### src/rtl/cpu_pkg.sv
// Shared CPU definitions: opcode constants, fetch-state encoding and ROM word layout.
// Used by the fetch unit and the instruction decoder so both agree on encodings.
// No ports; declarations only.
package cpu_pkg;

    localparam logic [7:0] OPC_CLL = 8'h0C;
    localparam logic [7:0] OPC_RET = 8'h0D;
    localparam logic [7:0] OPC_NOP = 8'h13;
    localparam logic [7:0] OPC_RST = 8'h14;

    typedef enum logic [1:0] {
        S_RESET  = 2'd0,
        S_FETCH  = 2'd1,
        S_DECODE = 2'd2,
        S_EXEC   = 2'd3
    } fetch_state_e;

    // ROM word layout: opcode in the upper byte, operand in the lower byte
    localparam int ROM_OPC_MSB = 15;
    localparam int ROM_OPC_LSB = 8;
    localparam int ROM_OPR_MSB = 7;
    localparam int ROM_OPR_LSB = 0;

    // Bit positions inside stack_control {PUSH, POP} and stack_flags {FULL, EMPTY}
    localparam int STK_PUSH   = 1;
    localparam int STK_POP    = 0;
    localparam int FLAG_FULL  = 1;
    localparam int FLAG_EMPTY = 0;

endpackage

### src/rtl/ret_stack.sv
// Return-address LIFO: push writes din at sp and increments, pop decrements; dout is top-of-stack.
// Ports: clk, rst (async, active-high), clr (sync clear), push, pop, din, dout, full, empty.
// Push when full and pop when empty are ignored; clr has priority over push/pop.
module ret_stack #(
    parameter int DEPTH = 8,
    parameter int WIDTH = 8
) (
    input  logic             clk,
    input  logic             rst,
    input  logic             clr,
    input  logic             push,
    input  logic             pop,
    input  logic [WIDTH-1:0] din,
    output logic [WIDTH-1:0] dout,
    output logic             full,
    output logic             empty
);

    localparam int SPW  = $clog2(DEPTH + 1);
    localparam int IDXW = $clog2(DEPTH);

    logic [SPW-1:0]   sp_q;
    logic [SPW-1:0]   sp_d;
    logic [WIDTH-1:0] mem_q [DEPTH];
    logic             do_push;
    logic             do_pop;

    assign full    = (sp_q == SPW'(DEPTH));
    assign empty   = (sp_q == '0);
    assign do_push = !clr && push && !full;
    assign do_pop  = !clr && !push && pop && !empty;

    // Top entry sits one below sp; report zero rather than a stale slot when empty
    assign dout = empty ? '0 : mem_q[IDXW'(sp_q - SPW'(1))];

    always_comb begin
        sp_d = sp_q;
        if (clr) begin
            sp_d = '0;
        end else if (do_push) begin
            sp_d = sp_q + SPW'(1);
        end else if (do_pop) begin
            sp_d = sp_q - SPW'(1);
        end
    end

    always_ff @(posedge clk or posedge rst) begin
        if (rst) begin
            sp_q <= '0;
        end else begin
            sp_q <= sp_d;
        end
    end

    // Storage needs no reset: entries above sp are never read
    always_ff @(posedge clk) begin
        if (do_push) begin
            mem_q[IDXW'(sp_q)] <= din;
        end
    end

endmodule

### src/rtl/fetch_unit.sv
// Instruction fetch / PC stage: RESET->FETCH->DECODE->EXEC loop, 3 cycles per instruction.
// Ports: clk, rst, sw_rst, stall; ROM side imem_addr/imem_rd/imem_data; decoder side instr,
// operand, instr_valid, jmp_en, stack_control, stack_flags, stack_err; debug pc. stall holds EXEC.
module fetch_unit
    import cpu_pkg::*;
#(
    parameter int ADDR_WIDTH  = 8,
    parameter int STACK_DEPTH = 8
) (
    input  logic                  clk,
    input  logic                  rst,
    input  logic                  sw_rst,
    input  logic                  stall,
    output logic [ADDR_WIDTH-1:0] imem_addr,
    output logic                  imem_rd,
    input  logic [15:0]           imem_data,
    output logic [7:0]            instr,
    output logic [7:0]            operand,
    output logic                  instr_valid,
    input  logic                  jmp_en,
    input  logic [1:0]            stack_control,
    output logic [1:0]            stack_flags,
    output logic                  stack_err,
    output logic [ADDR_WIDTH-1:0] pc
);

    fetch_state_e          state_q, state_d;
    logic [ADDR_WIDTH-1:0] pc_q, pc_d;
    logic [7:0]            instr_q, instr_d;
    logic [7:0]            operand_q, operand_d;
    logic                  err_q, err_d;

    logic                  stk_push, stk_pop, stk_clr;
    logic                  stk_full, stk_empty;
    logic [ADDR_WIDTH-1:0] stk_dout;
    logic [ADDR_WIDTH-1:0] pc_inc;
    logic [ADDR_WIDTH-1:0] target;

    assign pc_inc = pc_q + ADDR_WIDTH'(1);
    // Size cast zero-extends a narrow operand and truncates a wide one
    assign target = ADDR_WIDTH'(operand_q);

    ret_stack #(
        .DEPTH (STACK_DEPTH),
        .WIDTH (ADDR_WIDTH)
    ) u_ret_stack (
        .clk   (clk),
        .rst   (rst),
        .clr   (stk_clr),
        .push  (stk_push),
        .pop   (stk_pop),
        .din   (pc_inc),
        .dout  (stk_dout),
        .full  (stk_full),
        .empty (stk_empty)
    );

    always_comb begin
        state_d   = state_q;
        pc_d      = pc_q;
        instr_d   = instr_q;
        operand_d = operand_q;
        err_d     = err_q;
        stk_push  = 1'b0;
        stk_pop   = 1'b0;
        stk_clr   = 1'b0;
        case (state_q)
            S_RESET:  state_d = S_FETCH;
            S_FETCH:  state_d = S_DECODE;
            S_DECODE: begin
                state_d   = S_EXEC;
                instr_d   = imem_data[ROM_OPC_MSB:ROM_OPC_LSB];
                operand_d = imem_data[ROM_OPR_MSB:ROM_OPR_LSB];
            end
            S_EXEC: begin
                if (!stall) begin
                    state_d = S_FETCH;
                    if (sw_rst) begin
                        pc_d    = '0;
                        stk_clr = 1'b1;
                        err_d   = 1'b0;
                    end else if (stack_control == 2'b11) begin
                        err_d = 1'b1;
                        pc_d  = pc_inc;
                    end else if (stack_control[STK_PUSH] && jmp_en) begin
                        stk_push = 1'b1;
                        pc_d     = target;
                    end else if (stack_control[STK_POP]) begin
                        stk_pop = 1'b1;
                        pc_d    = stk_dout;
                    end else if (instr_q == OPC_RET) begin
                        // Decoder withheld POP: stack was empty, skip the return
                        err_d = 1'b1;
                        pc_d  = pc_inc;
                    end else if (instr_q == OPC_CLL) begin
                        // Decoder withheld PUSH: stack was full, jump without link
                        err_d = 1'b1;
                        pc_d  = target;
                    end else if (jmp_en) begin
                        pc_d = target;
                    end else begin
                        pc_d = pc_inc;
                    end
                end
            end
            default: state_d = S_RESET;
        endcase
    end

    always_ff @(posedge clk or posedge rst) begin
        if (rst) begin
            state_q   <= S_RESET;
            pc_q      <= '0;
            instr_q   <= OPC_NOP;
            operand_q <= '0;
            err_q     <= 1'b0;
        end else begin
            state_q   <= state_d;
            pc_q      <= pc_d;
            instr_q   <= instr_d;
            operand_q <= operand_d;
            err_q     <= err_d;
        end
    end

    assign imem_addr   = pc_q;
    assign imem_rd     = (state_q == S_FETCH);
    assign instr_valid = (state_q == S_EXEC);
    assign instr       = instr_q;
    assign operand     = operand_q;
    assign stack_err   = err_q;
    assign pc          = pc_q;
    assign stack_flags = {stk_full, stk_empty};

endmodule

### config.mk
export PLATFORM = sky130hd
export DESIGN_NAME = fetch_unit
export DESIGN_NICKNAME = d
export VERILOG_FILES = /design/src/rtl/cpu_pkg.sv /design/src/rtl/ret_stack.sv /design/src/rtl/fetch_unit.sv
export SDC_FILE = /design/constraint.sdc
export NUM_CORES = 1
export LEC_CHECK = 0
export ABC_CLOCK_PERIOD_IN_PS = 8800
export CELL_PAD_IN_SITES_DETAIL_PLACEMENT = 0
export CELL_PAD_IN_SITES_GLOBAL_PLACEMENT = 1
export CORE_MARGIN = 2
export CORE_UTILIZATION = 49
export DETAILED_ROUTE_END_ITERATION = 16
export GPL_TIMING_DRIVEN = 1
export PLACE_DENSITY = 0.82
export RECOVER_POWER = 50
export SETUP_SLACK_MARGIN = 0.1
export SLEW_MARGIN = 0
export SYNTH_ARGS = -nofsm -noshare
export SYNTH_HDL_FRONTEND = slang
export SYNTH_SLANG_ARGS = --single-unit
### constraint.sdc
create_clock -name clk -period 8.8 [get_ports clk]
set_input_delay 1.76 -clock clk [delete_from_list [all_inputs] [get_ports clk]]
set_output_delay 1.76 -clock clk [all_outputs]
set_load 0.01 [all_outputs]
## Yosys cells after proc, flatten, opt, wreduce, memory -nomap -nowiden

Memory sizes are Yosys's and may differ from the RTL's.
Index checks and enable logic that the tools add are counted.

- Latch bits: 0
- Output and inout port bits: 37
- Input port bits: 23
- Flip-flop bits (word level): 31
- Memories: 1
- Memory bits (read-only): 0
- Memory bits (writable): 64

Memory list:

| memory | depth | width | rd ports | clocked after memory_dff | wr ports | RTL line | RTL |
|---|---|---|---|---|---|---|---|
| u_ret_stack.mem_q | 8 | 8 | 1 | 0 | 1 | ret_stack.sv:24 | `logic [WIDTH-1:0] mem_q [DEPTH];` |

- Reductions and logical operators: 16
- Equal/unequal tests: 10
- Divide/modulo/power cells: 0
- $lt $le $gt $ge: 0
- Add/sub/neg operators: 3
- Bitwise gates (word level): 1
- Multipliers: 0
- Mux-type cells: 35
- Shifts and indexed selects: 0

Operators by type and width:

| cell | number |
|---|---|
| two-way mux 8 bit | 8 |
| two-way mux 1 bit | 22 |
| equality test 8 x 4 -> 1 bit, second input constant | 2 |
| two-way mux 4 bit | 3 |
| adder 8 x 1 -> 8 bit, second input constant | 1 |
| one-hot mux 2 bit (4 select lines) | 1 |
| equality test 2 bit, second input constant | 3 |
| logical AND 1 bit | 6 |
| AND reduction 5 bit | 1 |
| adder 4 x 1 -> 4 bit, second input constant | 1 |
| equality test 4 bit, second input constant | 1 |
| zero test 1 bit | 4 |
| zero test 4 bit | 1 |
| nonzero test 4 bit | 1 |
| subtractor 4 x 1 -> 4 bit, second input constant | 1 |
| inequality test 3 x 2 -> 1 bit, second input constant | 1 |
| inequality test 3 bit, second input constant | 1 |
| nonzero test 3 bit | 1 |
| equality test 2 x 1 -> 1 bit, second input constant | 1 |
| zero test 2 bit | 1 |
| two-way mux 2 bit | 1 |
| inequality test 2 bit, second input constant | 1 |
| AND reduction 2 bit | 1 |
| NOT 1 bit | 1 |

## Depth between registers and ports, before layout

- Depth after elaboration: 13
- Mapped depth: 11
- Mapped depth without buffers: 8

## Modules after synthesis

A second synthesis with hierarchy kept.

- Cells, all modules: 339
- Area, all modules: 4594.4 µm²

By module, submodules not included:

| module | sequential area each (µm²) | instances | area each (µm²) | cells each |
|---|---|---|---|---|
| ret_stack | 2021.9 | 1 | 2902.8 | 167 |
| fetch_unit | 679.4 | 1 | 1691.6 | 172 |

## Worst setup path before layout

OpenSTA, ideal clock, no wires.

- Path kind: input to register
- Start: in sw_rst
- End: mem u_ret_stack.mem_q[0][0], enable pin
- Arrival time: 3573 ps
- Required time: 8405 ps
- Path buffers: 2
- Setup slack: 4833 ps
- Cell stages on the path: 5
- Setup time: 395 ps
- Cells stage by stage: buf_6 > nor4b_1 > or3b_2 > buf_2 > nor4_1

- Cells in the longest elaborated chain, start to end: 8
- Elaborated cells between the ends (all ways): 11

RTL lines:

| element | RTL line | RTL |
|---|---|---|
| start, declared | fetch_unit.sv:12 | `input logic sw_rst,` |
| two-way mux 1 bit | fetch_unit.sv:78 | `if (sw_rst) begin` |
| two-way mux 1 bit | fetch_unit.sv:76 | `if (!stall) begin` |
| two-way mux 1 bit | fetch_unit.sv:67 | `case (state_q)` |
| zero test 1 bit | ret_stack.sv:30 | `assign do_push = !clr && push && !full;` |
| logical AND 1 bit (*) (2 in a row) | ret_stack.sv:30 |  |
| two-way mux 1 bit (*) | ret_stack.sv:57 | `if (do_push) begin` |
| two-way mux 1 bit (implied by the code) (*) | ret_stack.sv:58 | `mem_q[IDXW'(sp_q)] <= din;` |
| end, declared | ret_stack.sv:24 |  |

Mark *: on every way between the ends. The rest lies on a longest branch, timed or not.

## Final worst setup path

- Start: in stall
- End: mem u_ret_stack.mem_q[4][0], enable pin

- Cells in the longest elaborated chain, start to end: 7
- Elaborated cells between the ends (all ways): 9

RTL lines:

| element | RTL line | RTL |
|---|---|---|
| start, declared | fetch_unit.sv:13 | `input logic stall,` |
| two-way mux 1 bit | fetch_unit.sv:76 |  |
| two-way mux 1 bit | fetch_unit.sv:67 |  |
| zero test 1 bit | ret_stack.sv:30 |  |
| logical AND 1 bit (*) (2 in a row) | ret_stack.sv:30 |  |
| two-way mux 1 bit (*) | ret_stack.sv:57 |  |
| two-way mux 1 bit (implied by the code) (*) | ret_stack.sv:58 |  |

Marks and branches as above.

==> results.sh <==
export IMPL_status="finished, violations left"
export IMPL_violations="max-capacitance violations, max-slew violations"
export IMPL_final_common_cell="edfxtp_1"
export IMPL_critPathLaunch="stall"
export IMPL_cts_tree="built"
export IMPL_syn_cell_area_sq_mm=0.00454
export IMPL_dpl_cell_area_sq_mm=0.00513
export IMPL_grt_overflow_total=0
export IMPL_grt_usage_pct=21.0
export IMPL_synth_adder_area_share_pct=1.93
export IMPL_synthToLayoutAreaGrowth_pct=16.9
export IMPL_crit_buf_inv=1
export IMPL_finalSetupViolCount=0
export IMPL_relSlewSlack_pct=-14.9
export IMPL_synth_compound_area_share_pct=10.1
export IMPL_synth_fp_nets=362
export IMPL_wl_per_cell_microns=20.7
export IMPL_cts_setup_buffers=0
export IMPL_ant_nets=0
export IMPL_cts_htree_levels=3
export IMPL_insertion_delay_ns=0.36
export IMPL_drt_first_pass_iters=5
export IMPL_core_area_sq_mm=0.00911
export IMPL_ys_types=57
export IMPL_path_class="in -> reg"
export IMPL_wirelength_mm=10.2
export IMPL_synth_xor_area_share_pct=1.54
export IMPL_antenna_found_initial=0
export IMPL_port_buffers=59
export IMPL_diodes=0
export IMPL_fin_nets=406
export IMPL_rows=35
export IMPL_synth_top_family_by_area="multiplexers"
export IMPL_async_flop_share_pct=32.6
export IMPL_clock_path_buffers=2
export IMPL_fill_cells=743
export IMPL_cts_buffers=9
export IMPL_gp_congestion=0.881
export IMPL_grt_start_max_net_pins=32
export IMPL_hold_path_startpoint="operand[5]$_DFFE_PP0N_"
export IMPL_grt_pass1_wl_mm=15.8
export IMPL_final_cell_mix="64 x edfxtp_1, 41 x clkdlybuf4s50_1, 28 x dfrtp_1"
export IMPL_die_area_sq_mm=0.0101
export IMPL_cp_depth=6
export IMPL_synth_simple_gate_area_share_pct=8.41
export IMPL_cap_viol_max_count=1
export IMPL_cp_slowest_stage_delay_ns=0.99
export IMPL_synth_avg_cell_area_sq_um=13.7
export IMPL_clock_root_buffer="clkbuf_8"
export IMPL_cts_hold_buf=0
export IMPL_fin_skew_ns=0.0118
export IMPL_place_hpwl_mm=7.18
export IMPL_grt_pass1_vias=2833
export IMPL_path_common_cell="nor3_1"
export IMPL_ff2ff_path_depth=6
export IMPL_rsz0062_at_grt="false"
export IMPL_critPathLaunchType="input port"
export IMPL_die_width_microns=100
export IMPL_hold_class="reg -> reg"
export IMPL_max_vdd_ir_drop_uv=176
export IMPL_p_per_area_mw_per_mm2=322
export IMPL_report_final_slew_viol_count=32
export IMPL_required_ns=8.78
export IMPL_io_pins=60
export IMPL_synth_seq_cells=95
export IMPL_tns_ns=0
export IMPL_viasPerCell=6.06
export IMPL_ys_flop_type="edfxtp_1"
export IMPL_cts_sinks=95
export IMPL_path_delay_family="simple AND/OR/NAND/NOR gates"
export IMPL_post_route_util_pct=58.3
export IMPL_timing_rr_start="state_q[0]$_DFFE_PP0P_"
export IMPL_min_period_over_period_pct=52.6
export IMPL_post_cts_resized=0
export IMPL_hold_depth=1
export IMPL_fmax_mhz=216
export IMPL_die_y_microns=100
export IMPL_finalCriticalPeriod_ns=4.63
export IMPL_crit_path_cell_trace="dlygate4sd3_1 -> nor2b_1 -> nand2b_1 -> nor3_1 -> nand2_1 -> nor3_1"
export IMPL_initial_core_util_pct=49.8
export IMPL_drt_iter0_markers=236
export IMPL_path_clk_slew_ns=0.10
export IMPL_power_leakage_nw=1.87
export IMPL_synth_edf_count=64
export IMPL_critPathArrivalTime_ns=4.61
export IMPL_end_kind="register"
export IMPL_muxShareOfSynthArea_pct=13.9
export IMPL_seq_area_frac_synth_pct=59.5
export IMPL_synthCells=332
export IMPL_worst_pin_slew_ns=1.72
export IMPL_ys_warn_count=0
export IMPL_crit_fanout=8
export IMPL_drcViolationCount=0
export IMPL_finalHoldViolations=0
export IMPL_dr_total_vias=2983
export IMPL_drive_gt1_share_pct=17.6
export IMPL_final_cell_area_sq_mm=0.00531
export IMPL_cp_slowest_cell="nor3_1"
==> through the flow <==
| stage | hold WS (ns) | setup slack, ns | total power (W) | instances |
|---|---|---|---|---|
| floorplan | 0.524 | 4.83 | 0.00117 | 332 |
| global placement | 0.532 | 3.94 | 0.00144 | 476 |
| detailed placement | 0.534 | 3.77 | 0.00146 | 476 |
| CTS | 0.561 | 4.15 | 0.00172 | 492 |
| global route | 0.578 | 3.87 | 0.00181 | 492 |
| finish | 0.553 | 4.17 | 0.00171 | 492 |
==> per-layer routing <==
layer  global-route usage (%)  share of wire [%]
met5                        0                  0
met4                     7.69                2.0
met3                     2.99                5.3
met2                     31.1                 46
met1                     31.8                 47
==> registers in the layout, indices dropped and copies added (netlist names) <==
register           count
stack_err              1
u_ret_stack.sp_q       4
u_ret_stack.mem_q     64
operand                8
state_q                2
imem_addr              8
instr                  8
==> synthesized netlist by cell type (all sizes together) (3+ instances only) <==
master	instances	area [sq um]
nor4	3	18.8
xnor2	3	26.3
mux2i	7	70.1
a31oi	6	37.5
xor2	5	43.8
nand2	17	63.8
nand3	7	35.0
edfxtp	64	1920
nor3	11	55.1
clkbuf	11	41.3
dfrtp	28	701
mux2	22	248
a211oi	8	70.1
nor2	22	82.6
o41ai	3	26.3
ha	7	87.6
nor2b	3	18.8
mux4	14	315
buf	19	129
dfstp	3	78.8
inv	10	37.5
a21oi	14	70.1
a221oi	3	26.3
o21ai	9	48.8
==> power breakdown <==
| part | internal (W) | leakage [nW] | switching, W |
|---|---|---|---|
| Clock | 0.000108 | 0.0947 | 0.000162 |
| Combinational | 0.000382 | 0.814 | 0.000389 |
| Sequential | 0.000582 | 0.962 | 0.0000873 |
==> cell type report <==
type,count,area (sq um),share of cell area (%)
clock buffer,10,128,2.41
clock inverter,6,53.8,1.01
inverter,10,37.5,0.707
multi-input combinational,197,1630,30.7
sequential,95,2700,50.9
tap,111,139,2.62
timing repair buffer,63,617,11.6
==> worst paths after layout <==
kind / slack (ns) / to
max in group asynchronous: 5.37 / u_ret_stack.sp_q[2]$_DFFE_PP0P_
max: 4.17 / u_ret_stack.mem_q[4][0]$_DFFE_PP_
min in group asynchronous: 2.42 / operand[5]$_DFFE_PP0N_
max reg2reg: 5.46 / u_ret_stack.mem_q[4][0]$_DFFE_PP_
min: 0.55 / operand[5]$_DFFE_PP0N_
min reg2reg: 0.55 / operand[5]$_DFFE_PP0N_
==> kinds of logic (layout without fill, tap and decap cells) <==
| logic type | after synthesis | in the layout |
|---|---|---|
| compound gates | 62 | 62 |
| xor+xnor | 8 | 8 |
| fa+ha+maj | 7 | 7 |
| buf+inv | 40 | 89 |
| flops | 95 | 95 |
| mux | 43 | 43 |
| simple gates | 77 | 77 |
Power figures use the tool's default switching activity.
